File: config.mk
export PLATFORM = sky130hd
export DESIGN_NAME = midi_note_parser_flat
export DESIGN_NICKNAME = d
export VERILOG_FILES = /design/src/rtl/midi_note_parser_pkg.sv /design/src/rtl/midi_note_parser_if.sv /design/src/rtl/midi_note_parser_byte_timeout.sv /design/src/rtl/midi_note_parser.sv /design/src/flat_wrapper.sv
export SDC_FILE = /design/constraint.sdc
export NUM_CORES = 1
export LEC_CHECK = 0
export ABC_AREA = 1
export CAP_MARGIN = 20
export CORE_MARGIN = 5
export CORE_UTILIZATION = 59
export CTS_CLUSTER_DIAMETER = 60
export DETAILED_ROUTE_END_ITERATION = 12
export PLACE_DENSITY = 0.88
export SLEW_MARGIN = 20
export SYNTH_ARGS = -nofsm -noshare
export SYNTH_HDL_FRONTEND = slang
export SYNTH_HIERARCHICAL = 1
export SYNTH_SLANG_ARGS = --single-unit
File: constraint.sdc
create_clock -name clk -period 5.9 [get_ports clk]
set_clock_uncertainty 0.15 [all_clocks]
set_input_delay 0.59 -clock clk [delete_from_list [all_inputs] [get_ports clk]]
set_output_delay 0.59 -clock clk [all_outputs]
set_load 0.02 [all_outputs]
File: src/rtl/midi_note_parser_pkg.sv
// Shared constants and byte classification for the MIDI note parser.
package midi_note_parser_pkg;

  localparam int         B9600       = 1250;
  localparam logic [3:0] ST_NOTE_OFF = 4'h8;
  localparam logic [3:0] ST_NOTE_ON  = 4'h9;
  localparam logic [7:0] SYS_BASE    = 8'hF0;
  localparam logic [7:0] RT_BASE     = 8'hF8;

  localparam logic [1:0] S_IDLE = 2'd0;
  localparam logic [1:0] S_D1   = 2'd1;
  localparam logic [1:0] S_D2   = 2'd2;
  localparam logic [1:0] S_SKIP = 2'd3;

  typedef enum logic [1:0] {
    BYTE_DATA,
    BYTE_CHAN,
    BYTE_SYS,
    BYTE_RT
  } byte_class_e;

  function automatic byte_class_e classify(input logic [7:0] b);
    if (!b[7])             return BYTE_DATA;
    else if (b < SYS_BASE) return BYTE_CHAN;
    else if (b < RT_BASE)  return BYTE_SYS;
    else                   return BYTE_RT;
  endfunction

endpackage

File: src/rtl/midi_note_parser_if.sv
// Byte input and note-event output bundle of the MIDI note parser.
interface midi_note_parser_if;
  logic        rcv;
  logic [7:0]  data;
  logic        note_valid;
  logic        note_on;
  logic [6:0]  note;
  logic [3:0]  channel;
  logic [3:0]  amp;
  logic [15:0] frec;
  logic        gate;

  modport master (
    output rcv, data,
    input  note_valid, note_on, note, channel, amp, frec, gate
  );

  modport slave (
    input  rcv, data,
    output note_valid, note_on, note, channel, amp, frec, gate
  );
endinterface

File: src/rtl/midi_note_parser_byte_timeout.sv
// Saturating inter-byte idle counter; expired stays high until restarted.
module byte_timeout #(
  parameter int TIMEOUT = 37500
) (
  input  logic clk,
  input  logic reset,
  input  logic restart_i,
  output logic expired_o
);
  localparam int            TW    = $clog2(TIMEOUT + 1);
  localparam logic [TW-1:0] LIMIT = TW'(TIMEOUT);

  logic [TW-1:0] cnt_q, cnt_d;

  always_comb begin
    cnt_d = cnt_q;
    if (restart_i)           cnt_d = '0;
    else if (cnt_q != LIMIT) cnt_d = cnt_q + 1'b1;
  end

  always_ff @(posedge clk) begin
    if (reset) cnt_q <= '0;
    else       cnt_q <= cnt_d;
  end

  assign expired_o = (cnt_q == LIMIT);
endmodule

File: src/rtl/midi_note_parser.sv
// MIDI byte-stream parser: Note-On/Off with running status to registered note events.
module midi_note_parser
  import midi_note_parser_pkg::*;
#(
  parameter logic [3:0] CHANNEL = 4'd0,
  parameter bit         OMNI    = 1'b0,
  parameter int         TIMEOUT = 37500
) (
  input logic               clk,
  input logic               reset,
  midi_note_parser_if.slave midi
);
  logic [1:0]  state_q, state_d;
  logic [7:0]  rs_status_q, rs_status_d;
  logic [6:0]  note_r_q, note_r_d;
  logic [6:0]  held_note_q, held_note_d;
  logic        note_valid_q, note_valid_d;
  logic        note_on_q, note_on_d;
  logic [6:0]  note_q, note_d;
  logic [3:0]  channel_q, channel_d;
  logic [3:0]  amp_q, amp_d;
  logic [15:0] frec_q, frec_d;
  logic        gate_q, gate_d;

  byte_class_e cls;
  logic        byte_in;
  logic        expired;
  logic        fire;
  logic        accept;
  logic        evt_on;
  logic [6:0]  vel;

  assign cls     = classify(midi.data);
  assign byte_in = midi.rcv && (cls != BYTE_RT);
  assign vel     = midi.data[6:0];
  assign accept  = OMNI || (rs_status_q[3:0] == CHANNEL);
  assign evt_on  = rs_status_q[4] && (vel != 7'd0);

  byte_timeout #(.TIMEOUT(TIMEOUT)) u_timeout (
    .clk      (clk),
    .reset    (reset),
    .restart_i(byte_in),
    .expired_o(expired)
  );

  always_comb begin
    state_d     = state_q;
    rs_status_d = rs_status_q;
    note_r_d    = note_r_q;
    fire        = 1'b0;
    if (byte_in) begin
      case (cls)
        BYTE_CHAN: begin
          rs_status_d = midi.data;
          state_d     = (midi.data[7:4] == ST_NOTE_OFF || midi.data[7:4] == ST_NOTE_ON)
                        ? S_D1 : S_SKIP;
        end
        BYTE_SYS: begin
          rs_status_d = 8'h00;
          state_d     = S_IDLE;
        end
        BYTE_DATA: begin
          if (state_q == S_D1) begin
            note_r_d = vel;
            state_d  = S_D2;
          end else if (state_q == S_D2) begin
            fire    = 1'b1;
            state_d = S_D1;
          end
        end
        default: ;
      endcase
    end else if (expired && state_q == S_D2) begin
      // Partial note dropped, but running status survives the gap.
      state_d = S_D1;
    end
  end

  always_comb begin
    note_valid_d = 1'b0;
    note_on_d    = note_on_q;
    note_d       = note_q;
    channel_d    = channel_q;
    amp_d        = amp_q;
    frec_d       = frec_q;
    gate_d       = gate_q;
    held_note_d  = held_note_q;
    if (fire && accept) begin
      note_valid_d = 1'b1;
      note_on_d    = evt_on;
      note_d       = note_r_q;
      channel_d    = rs_status_q[3:0];
      amp_d        = evt_on ? vel[6:3] : 4'd0;
      frec_d       = 16'd1 << note_r_q[6:3];
      if (evt_on) begin
        gate_d      = 1'b1;
        held_note_d = note_r_q;
      end else if (note_r_q == held_note_q) begin
        gate_d = 1'b0;
      end
    end
  end

  always_ff @(posedge clk) begin
    if (reset) begin
      state_q      <= S_IDLE;
      rs_status_q  <= 8'h00;
      note_r_q     <= 7'd0;
      held_note_q  <= 7'd0;
      note_valid_q <= 1'b0;
      note_on_q    <= 1'b0;
      note_q       <= 7'd0;
      channel_q    <= 4'd0;
      amp_q        <= 4'd0;
      frec_q       <= 16'd0;
      gate_q       <= 1'b0;
    end else begin
      state_q      <= state_d;
      rs_status_q  <= rs_status_d;
      note_r_q     <= note_r_d;
      held_note_q  <= held_note_d;
      note_valid_q <= note_valid_d;
      note_on_q    <= note_on_d;
      note_q       <= note_d;
      channel_q    <= channel_d;
      amp_q        <= amp_d;
      frec_q       <= frec_d;
      gate_q       <= gate_d;
    end
  end

  assign midi.note_valid = note_valid_q;
  assign midi.note_on    = note_on_q;
  assign midi.note       = note_q;
  assign midi.channel    = channel_q;
  assign midi.amp        = amp_q;
  assign midi.frec       = frec_q;
  assign midi.gate       = gate_q;
endmodule

File: src/flat_wrapper.sv
// flat-port wrapper written by rule: the top's interface ports become plain ports
module midi_note_parser_flat import midi_note_parser_pkg::*;
#(
  parameter logic [3:0] CHANNEL = 4'd0,
  parameter bit         OMNI    = 1'b0,
  parameter int         TIMEOUT = 37500
)
  (clk, reset, midi_rcv, midi_data, midi_note_valid, midi_note_on, midi_note, midi_channel, midi_amp, midi_frec, midi_gate);
  midi_note_parser_if midi_i ();
  input logic clk;
  input logic reset;
  input wire logic [$bits(midi_i.rcv)-1:0] midi_rcv;
  input wire logic [$bits(midi_i.data)-1:0] midi_data;
  output wire logic [$bits(midi_i.note_valid)-1:0] midi_note_valid;
  output wire logic [$bits(midi_i.note_on)-1:0] midi_note_on;
  output wire logic [$bits(midi_i.note)-1:0] midi_note;
  output wire logic [$bits(midi_i.channel)-1:0] midi_channel;
  output wire logic [$bits(midi_i.amp)-1:0] midi_amp;
  output wire logic [$bits(midi_i.frec)-1:0] midi_frec;
  output wire logic [$bits(midi_i.gate)-1:0] midi_gate;
  assign midi_i.rcv = midi_rcv;
  assign midi_i.data = midi_data;
  assign midi_note_valid = midi_i.note_valid;
  assign midi_note_on = midi_i.note_on;
  assign midi_note = midi_i.note;
  assign midi_channel = midi_i.channel;
  assign midi_amp = midi_i.amp;
  assign midi_frec = midi_i.frec;
  assign midi_gate = midi_i.gate;
  midi_note_parser #(.CHANNEL(CHANNEL), .OMNI(OMNI), .TIMEOUT(TIMEOUT)) u_core (.clk(clk), .reset(reset), .midi(midi_i));
endmodule
==> results of run 1 <==
[where the power goes]
group          total, mW  switching, mW  internal [mW]  leakage, nW
sequential         0.493        0.00630          0.487        0.574
combinational     0.0642         0.0412         0.0230        0.889
clock              0.328          0.180          0.148       0.0809
total              0.885          0.227          0.658         1.54
[registers in the layout (all words and copies together) (netlist names)]
name / count
u_core/midi.frec: 16
u_core/u_timeout/cnt_q: 16
u_core/held_note_q: 7
u_core/midi.note: 7
u_core/note_r_q: 7
u_core/rs_status_q: 5
u_core/midi.amp: 4
u_core/midi.channel: 4
u_core/state_q: 2
u_core/midi.gate: 1
u_core/midi.note_on: 1
u_core/midi.note_valid: 1
[cell type report]
cell class              instances  area [um^2]
fillers                       448         1541
well taps                      72        90.09
clock buffers                   9        123.9
clock inverters                 6        38.79
inverters                      58        219.0
repair buffers                 45        447.9
flip-flops and latches         71         1421
multi-input cells             323         1590
[Yosys cell counts (2+ instances only)]
cell type,instances
clkbuf_1,8
nand3_1,43
o21ai_1,2
o21ai_0,19
ha_1,7
xnor2_1,5
nor2_4,4
nor2_2,7
dfxtp_1,71
xor2_1,3
inv_1,55
nand2_2,5
buf_2,3
a21oi_1,47
nand4_1,4
a211oi_1,5
nor3_1,10
nor2_1,50
o211ai_1,2
nand2_1,104
[per-layer routing]
metal  global-route usage (%)  up-vias  wire length (um)
li1                         -     1587                 -
met1                    25.94     1430              3316
met2                    34.16      118              3465
met3                    5.790       10               481
met4                    8.489        0                85
met5                        0        -                 0
[per-stage QoR]
step	cell area [um^2]	hold WS [ns]	setup slack, ns
final	3931	0.2971	2.476
after global routing	3931	0.3363	2.195
after CTS	3931	0.2973	2.531
after detailed placement	3769	0.2860	2.178
after global placement	3769	0.2859	2.341
after floorplan	3298	0.2863	3.476
[critical path, stage by stage]
cell and delay [ns]:
clkdlybuf4s50_1 0.52, inv_1 0.09, nor3_1 0.41, nand2_1 0.10
nand2_1 0.15, inv_1 0.07, ha_1 0.19, inv_1 0.05
nand2_1 0.05, nor2_1 0.13, nand2_2 0.33, clkinv_2 0.38
nand2_2 0.22, o21ai_1 0.17, nor2_1 0.05
[worst paths after layout]
check / endpoint / depth (start not counted) / slack [ns] / start
max: u_core/held_note_q[5] / 15 / 2.48 / midi_data[6]
min: u_core/midi.channel[3] / 2 / 0.30 / u_core/midi.channel[3]
min reg2reg: u_core/midi.channel[3] / 2 / 0.30 / u_core/midi.channel[3]
max reg2reg: u_core/held_note_q[5] / 10 / 3.56 / u_core/state_q[0]
[logic make-up (layout without fill, tap and decap cells)]
group	count (synthesis)	count (layout)	synth area share (%)
simple gates	231	231	31.03
compound gates	77	77	12.41
buf+inv	72	118	8.687
flops	71	71	43.10
xor+xnor	8	8	2.125
fa+ha+maj	7	7	2.655
==> results.yml, run 1 <==
timing:
  fmax_mhz: 292.1
  worst_pin_slew_ns: 0.7556
  hold_violations: 0
  period_share_pct: 58.03
  setup_viol: 0
  relSlewSlack_pct: 49.57
  post-route-min-period_ns: 3.424
  slew_viol_final: 0
  tns_ns: 0
  rsz0062_at_grt: "no"
yosys:
  yosysSeqAreaShare_pct: 43.10
  syn-num-nets: 484
  ys_seq_elements: 71
  synth_cells: 466
  yosys_most_used_dff: "dfxtp_1"
  synth_async_sr_flop_share_pct: 0
  yosysUniqueCellTypes: 32
  synth.top_cells.by_area: "dfxtp_1, nand2_1, a21oi_1"
  synth_edf_count: 0
  synth.avg_cell_area_um2: 7.078
  synth_area_um2: 3298
  synth_top_area_cell: "dfxtp_1"
  yosys.area.top_type_share_pct: 43.10
  ys_warn_count: 6
detailed_routing:
  via_count: 3145
  wire_per_inst_um: 12.58
  vias_per_cell: 5.385
  ant_nets: 0
  dr.pass1.iters: 5
  totalWireLength_mm: 7.348
  drc: 0
  drtIter0Drc: 169
clock_network:
  numCtsBuffers: 9
  post-cts-setup-buffers: 0
  tritoncts: "done"
  cts.sinks: 71
  post_cts_resized: 0
  cts-root-buf: "clkbuf_8"
  htree_levels: 3
  hold_buffers: 0
  insertion_delay_ns: 0.33
  cts_max_path_buffers: 2
  clk_pin_slew_worst_paths_ns: 0.08
run_status:
  status: "finished, final reports clean"
worst_hold_path:
  hold_class: "flip-flop to flip-flop"
global_route:
  grt_pass1_vias: 2880
  antenna_found_initial: 0
  overflow: 0
  grt_max_degree: 31
  grt_usage_pct: 20.89
  grt_pass1_wl_mm: 12.38
place:
  routabilityCongestion: 0.8769
  dp_cells: 569
  hpwlAfterDp_mm: 5.306
  io_buffers: 44
die:
  core_area_um2: 5473
  die_w_um: 84.77
  die_height_um: 84.77
  rows: 27
  boundaryPins: 45
  initial_core_util_pct: 60.27
  die-area_um2: 7185
cells_and_area:
  instances_no_fill: 584
  final_cell_mix: "nand2_1, dfxtp_1, inv_1, nor2_1, a21oi_1"
  area_growth_pct: 19.20
  nets: 526
  drive_gt1_share_pct: 7.227
  final_common_cell: "nand2_1"
  diodes: 0
  fin_util_pct: 71.83
job:
  maxCapViolations: 0
setup_path:
  endpoint_kind: "flip-flop"
  critPathMaxFanout: 26
  cp.arrival_ns: 3.49
  required_ns: 5.97
  worst-setup-path-type: "input port to flip-flop"
  critPathLaunchType: "input port"
pwr:
  power_mw: 0.8852
  peakVddDrop_v: 0.0001906
  p_per_area_nw_per_um2: 225.2
  power.leakage_nw: 1.543
Power figures use the tool's default switching activity.
==> run 2, diff against run 1 <==
--- a/config.mk
+++ b/config.mk
@@ -8,10 +8,10 @@
 export ABC_AREA = 1
 export CAP_MARGIN = 20
 export CORE_MARGIN = 5
-export CORE_UTILIZATION = 59
+export CORE_UTILIZATION = 54
 export CTS_CLUSTER_DIAMETER = 60
 export DETAILED_ROUTE_END_ITERATION = 12
-export PLACE_DENSITY = 0.88
+export PLACE_DENSITY = 0.82
 export SLEW_MARGIN = 20
 export SYNTH_ARGS = -nofsm -noshare
 export SYNTH_HDL_FRONTEND = slang
==> constraint.sdc (replaced) <==
create_clock -name clk -period 3.2 [get_ports clk]
set_clock_uncertainty 0.15 [all_clocks]
set_input_delay 0.32 -clock clk [delete_from_list [all_inputs] [get_ports clk]]
set_output_delay 0.32 -clock clk [all_outputs]
set_load 0.02 [all_outputs]
==> run 2 against run 1 <==
Net effect:
- final cell count grew 1.2%
- global-route usage is 0.97 points higher
- critical path depth is 1 lower
- combinational power increased by 88%
- sequential share of layout area fell by 0.56 points
- first-iteration DRC count rose by 21%
- worst setup slack lost 1.8 ns
- clock-buffer cell count is 1 higher
- via count shrank 0.41%
==> results.yml, run 2 (synthesis gave the netlist of run 1 again) <==
timing:
  fmax_mhz: 391.9
  relSlewSlack_pct: 47.64
  hold_violations: 0
  tns_ns: 0
  worst_pin_slew_ns: 0.7845
  period_share_pct: 79.73
  post-route-min-period_ns: 2.551
  setup_viol: 0
  setup_ws_ns: 0.6486
  rsz0062_at_grt: "no"
  slew_viol_final: 0
clock_network:
  insertion_delay_ns: 0.34
  numCtsBuffers: 9
  post-cts-setup-buffers: 0
  cts.sinks: 71
  cts-root-buf: "clkbuf_8"
  hold_buffers: 0
  post_cts_resized: 0
  cts_max_path_buffers: 2
  tritoncts: "done"
  htree_levels: 3
  clk_pin_slew_worst_paths_ns: 0.07
place:
  io_buffers: 44
  hpwlAfterDp_mm: 5.572
  postPlaceCellArea_um2: 3795
  routabilityCongestion: 0.8559
  pre_cts_slack_ns: 0.3154
detailed_routing:
  drtIter0Drc: 204
  dr.pass1.iters: 6
  vias_per_cell: 5.299
  ant_nets: 0
  via_count: 3132
  wire_per_inst_um: 13.13
  drc: 0
  totalWireLength_mm: 7.758
setup_path:
  crit_path_top_delay_cell: "clkdlybuf4s50_1"
  crit_chain: "clkdlybuf4s50_1 -> nand2_1 -> nor3_1 -> nand2_1 -> nand2_1 -> inv_1 -> ha_1 -> inv_1 -> nand2_1 -> inv_1 -> nor2_1 -> inv_1 -> o21bai_1 -> a21oi_1"
  r2r-start: "u_core/u_timeout/cnt_q[0]"
  reg2reg_depth: 10
  endpoint_kind: "flip-flop"
  cp_num_buf_inv: 5
  cp.arrival_ns: 2.64
  r2r-end: "u_core/state_q[0]"
  crit_path_max_incr_delay_ns: 0.56
  critPathMaxFanout: 12
  r2r_slack_ns: 1.31
  critPathLaunchType: "input port"
  crit_family: "buffers and inverters"
  worst-setup-path-type: "input port to flip-flop"
  required_ns: 3.29
  worstSetupStartpoint: "midi_data[4]"
cells_and_area:
  final_common_cell: "nand2_1"
  fin_area_um2: 3993
  nets: 529
  final_cell_mix: "nand2_1, dfxtp_1, inv_1, nor2_1, a21oi_1"
  drive_gt1_share_pct: 7.752
  diodes: 0
  area_growth_pct: 21.05
die:
  die_w_um: 88.15
  initial_core_util_pct: 55.71
  core_area_um2: 5921
  rows: 28
  die-area_um2: 7770
  boundaryPins: 45
  die_height_um: 88.15
global_route:
  grt_pass1_wl_mm: 13.43
  grt_pass1_vias: 2938
  grt_max_degree: 28
  overflow: 0
  antenna_found_initial: 0
  grt_usage_pct: 21.86
pwr:
  p_per_area_nw_per_um2: 435.9
  power.leakage_nw: 1.567
  peakVddDrop_v: 0.0002902
run_status:
  status: "finished, final reports clean"
worst_hold_path:
  hold_class: "flip-flop to flip-flop"
  min_path_cells: 2
  holdPathEnd: "u_core/midi.channel[3]"
  worstHoldStart: "u_core/midi.channel[3]"
job:
  maxCapViolations: 0
## run 2: cell types whose count changed in the layout (fill, tap and decap cells not counted), sizes merged
| cell | previous run | this run |
|---|---|---|
| bufinv | 0 | 1 |
| clkinv | 6 | 3 |
| clkinvlp | 2 | 3 |
| inv | 56 | 57 |
| clkbuf | 9 | 10 |
| buf | 1 | 4 |
## run 2: final cells by class
type,instances,area [um^2]
inverters,58,219.0
well taps,75,93.84
multi-input cells,323,1590
fillers,525,1928
clock inverters,6,70.07
clock buffers,10,127.6
flip-flops and latches,71,1421
repair buffers,48,470.5
## run 2: worst max-delay path by stage
stage                                            end  slack, ns  cells after the start
after floorplan                u_core/held_note_q[5]       1.05                     15
after global placement            u_core/midi.amp[3]       0.44                     14
after detailed placement  u_core/u_timeout/cnt_q[10]       0.32                     14
after CTS                 u_core/u_timeout/cnt_q[10]       0.68                     14
after global routing             u_core/midi.note[5]       0.37                     15
final                     u_core/u_timeout/cnt_q[10]       0.65                     14
## run 2: report_power, final
group | switching (mW) | internal, mW
clock network | 0.346 | 0.364
registers | 0.0118 | 0.897
logic | 0.0779 | 0.0430
total | 0.436 | 1.30
## run 2: stage by stage
step	hold WS [ns]	power, mW	cells	util [%]
final	0.2958	1.740	591	67.43
after global routing	0.3260	1.811	591	67.43
after CTS	0.2987	1.752	591	67.43
after detailed placement	0.2865	1.048	575	64.10
after global placement	0.2849	1.045	575	64.10
after floorplan	0.2863	1.005	466	-
## run 2: worst reg2reg max path, cell delays in order, from the launching register on
cell and delay (ns):
dfxtp_1 0.37, inv_1 0.12, ha_1 0.19, nand3_1 0.15
nor4_1 0.31, nand2_1 0.08, inv_1 0.05, o211ai_1 0.12
nand2_1 0.08, nand2_1 0.05, a21oi_1 0.14
## run 2: layer usage
layer,global-route usage (%),up-vias,wire (um)
li1,-,1587,-
met1,29.52,1437,3540
met2,34.73,96,3641
met3,3.293,12,434
met4,9.615,0,142
met5,0,-,0
==> run 3, diff against run 2 <==
==> constraint.sdc (replaced) <==
create_clock -name clk -period 2.5 [get_ports clk]
set_clock_uncertainty 0.15 [all_clocks]
set_input_delay 0.25 -clock clk [delete_from_list [all_inputs] [get_ports clk]]
set_output_delay 0.25 -clock clk [all_outputs]
set_load 0.02 [all_outputs]
==> run 3 against run 2 <==
Net effect:
- sequential power increased by 28%
- die area unchanged
- total power increased by 24%
- final area increased by 3.3%
- largest cell class unchanged
- worst setup slack got worse by 0.38 ns
- via count increased by 1.1%
- final cell count increased by 2.7%
- largest power group unchanged
==> results.yml, run 3 (synthesis gave the netlist of run 1 again) <==
timing:
  relSlewSlack_pct: 66.26
  slew_viol_final: 0
  fmax_mhz: 447.4
  setup_viol: 0
  setup_ws_ns: 0.2650
  tns_ns: 0
  period_share_pct: 89.40
  worst_pin_slew_ns: 0.5047
  rsz0062_at_grt: "no"
  hold_violations: 0
  hold_ws_ns: 0.3003
  post-route-min-period_ns: 2.235
clock_network:
  post-cts-setup-buffers: 0
  hold_buffers: 0
  numCtsBuffers: 9
  cts-root-buf: "clkbuf_8"
  post_cts_resized: 0
  insertion_delay_ns: 0.33
  cts_max_path_buffers: 2
  cts.sinks: 71
  tritoncts: "done"
  clk_pin_slew_worst_paths_ns: 0.08
  htree_levels: 3
setup_path:
  critPathMaxFanout: 5
  cp.arrival_ns: 2.31
  required_ns: 2.57
  crit_path_top_delay_cell: "clkdlybuf4s50_1"
  crit_chain: "clkdlybuf4s50_1 -> inv_1 -> nor3_1 -> nand2_1 -> nand2_1 -> inv_1 -> ha_1 -> inv_1 -> nand2_1 -> nor2_1 -> nand2_2 -> buf_4 -> nor2_1 -> nand3_1 -> nand2_1 -> a21oi_1"
  critPathLaunchType: "input port"
  crit_top_cell: "nand2_1"
  worst-setup-path-type: "input port to flip-flop"
  endpoint_kind: "flip-flop"
  crit_path_max_incr_delay_ns: 0.48
detailed_routing:
  vias_per_cell: 5.217
  drtIter0Drc: 240
  ant_nets: 0
  wire_per_inst_um: 12.85
  dr.pass1.iters: 5
  drc: 0
  totalWireLength_mm: 7.799
  via_count: 3167
global_route:
  overflow: 0
  grt_pass1_vias: 2992
  antenna_found_initial: 0
  grt_pass1_wl_mm: 13.30
  grt_usage_pct: 21.34
  grt_max_degree: 27
die:
  die_height_um: 88.15
  rows: 28
  die-area_um2: 7770
  initial_core_util_pct: 55.71
  core_area_um2: 5921
  boundaryPins: 45
  die_w_um: 88.15
run_status:
  status: "finished, final reports clean"
pwr:
  power.leakage_nw: 1.652
  peakVddDrop_v: 0.0003956
  power_mw: 2.155
  p_per_area_nw_per_um2: 522.8
cells_and_area:
  diodes: 0
  fillers: 477
  drive_gt1_share_pct: 10.71
  instances_no_fill: 607
  final_common_cell: "nand2_1"
  final_cell_mix: "nand2_1, dfxtp_1, inv_1, nor2_1, a21oi_1"
  area_growth_pct: 25.00
  fin_util_pct: 69.63
  nets: 545
  fin_area_um2: 4123
place:
  dp_cells: 591
  postPlaceCellArea_um2: 3940
  routabilityCongestion: 0.8479
  io_buffers: 44
  hpwlAfterDp_mm: 5.750
  pre_cts_slack_ns: -0.07306
job:
  maxCapViolations: 0
worst_hold_path:
  hold_class: "flip-flop to flip-flop"
==> run 3: changes by cell type in the layout (fill, tap and decap cells not counted) <==
cell and delta:
buf_12 +2, buf_4 +14, bufinv_16 -1, clkbuf_1 -1, clkbuf_8 +1, clkinv_2 +1
==> run 3: final cells by class <==
type,count,area [um^2],share of cell area (%)
flip-flops and latches,71,1421,34.48
well taps,75,93.84,2.276
clock buffers,10,137.6,3.338
clock inverters,6,45.04,1.093
inverters,58,219.0,5.311
multi-input cells,323,1590,38.57
repair buffers,64,615.6,14.93
==> run 3: metal layers <==
layer | global-route usage [%] | share of wire, % | up-vias
li1 | - | - | 1619
met2 | 35.21 | 48 | 92
met3 | 4.045 | 5.9 | 5
met1 | 28.46 | 45 | 1451
met4 | 6.456 | 0.76 | 0
met5 | 0 | 0 | -
==> run 3: final timing paths <==
kind | start | endpoint | slack (ns) | cells past startpoint
worst max-delay path | midi_data[6] | u_core/midi.gate | 0.27 | 16
worst min-delay path | u_core/midi.channel[0] | u_core/midi.channel[0] | 0.30 | 2
worst max register to register | u_core/u_timeout/cnt_q[0] | u_core/state_q[0] | 0.64 | 10
worst min register to register | u_core/midi.channel[0] | u_core/midi.channel[0] | 0.30 | 2
==> run 3: worst max-delay path, delay by kind of cell <==
family | cells | cell delay, ns
AOI/OAI and AO/OA | 1 | 0.05
adders and majority gates | 1 | 0.18
and+or+nand+nor | 9 | 0.98
buffers and inverters | 5 | 0.82
==> run 3: where the power goes <==
group | internal, mW | total (mW) | switching, mW
clock network | 0.390 | 0.820 | 0.430
logic | 0.0696 | 0.172 | 0.102
registers | 1.15 | 1.16 | 0.0154
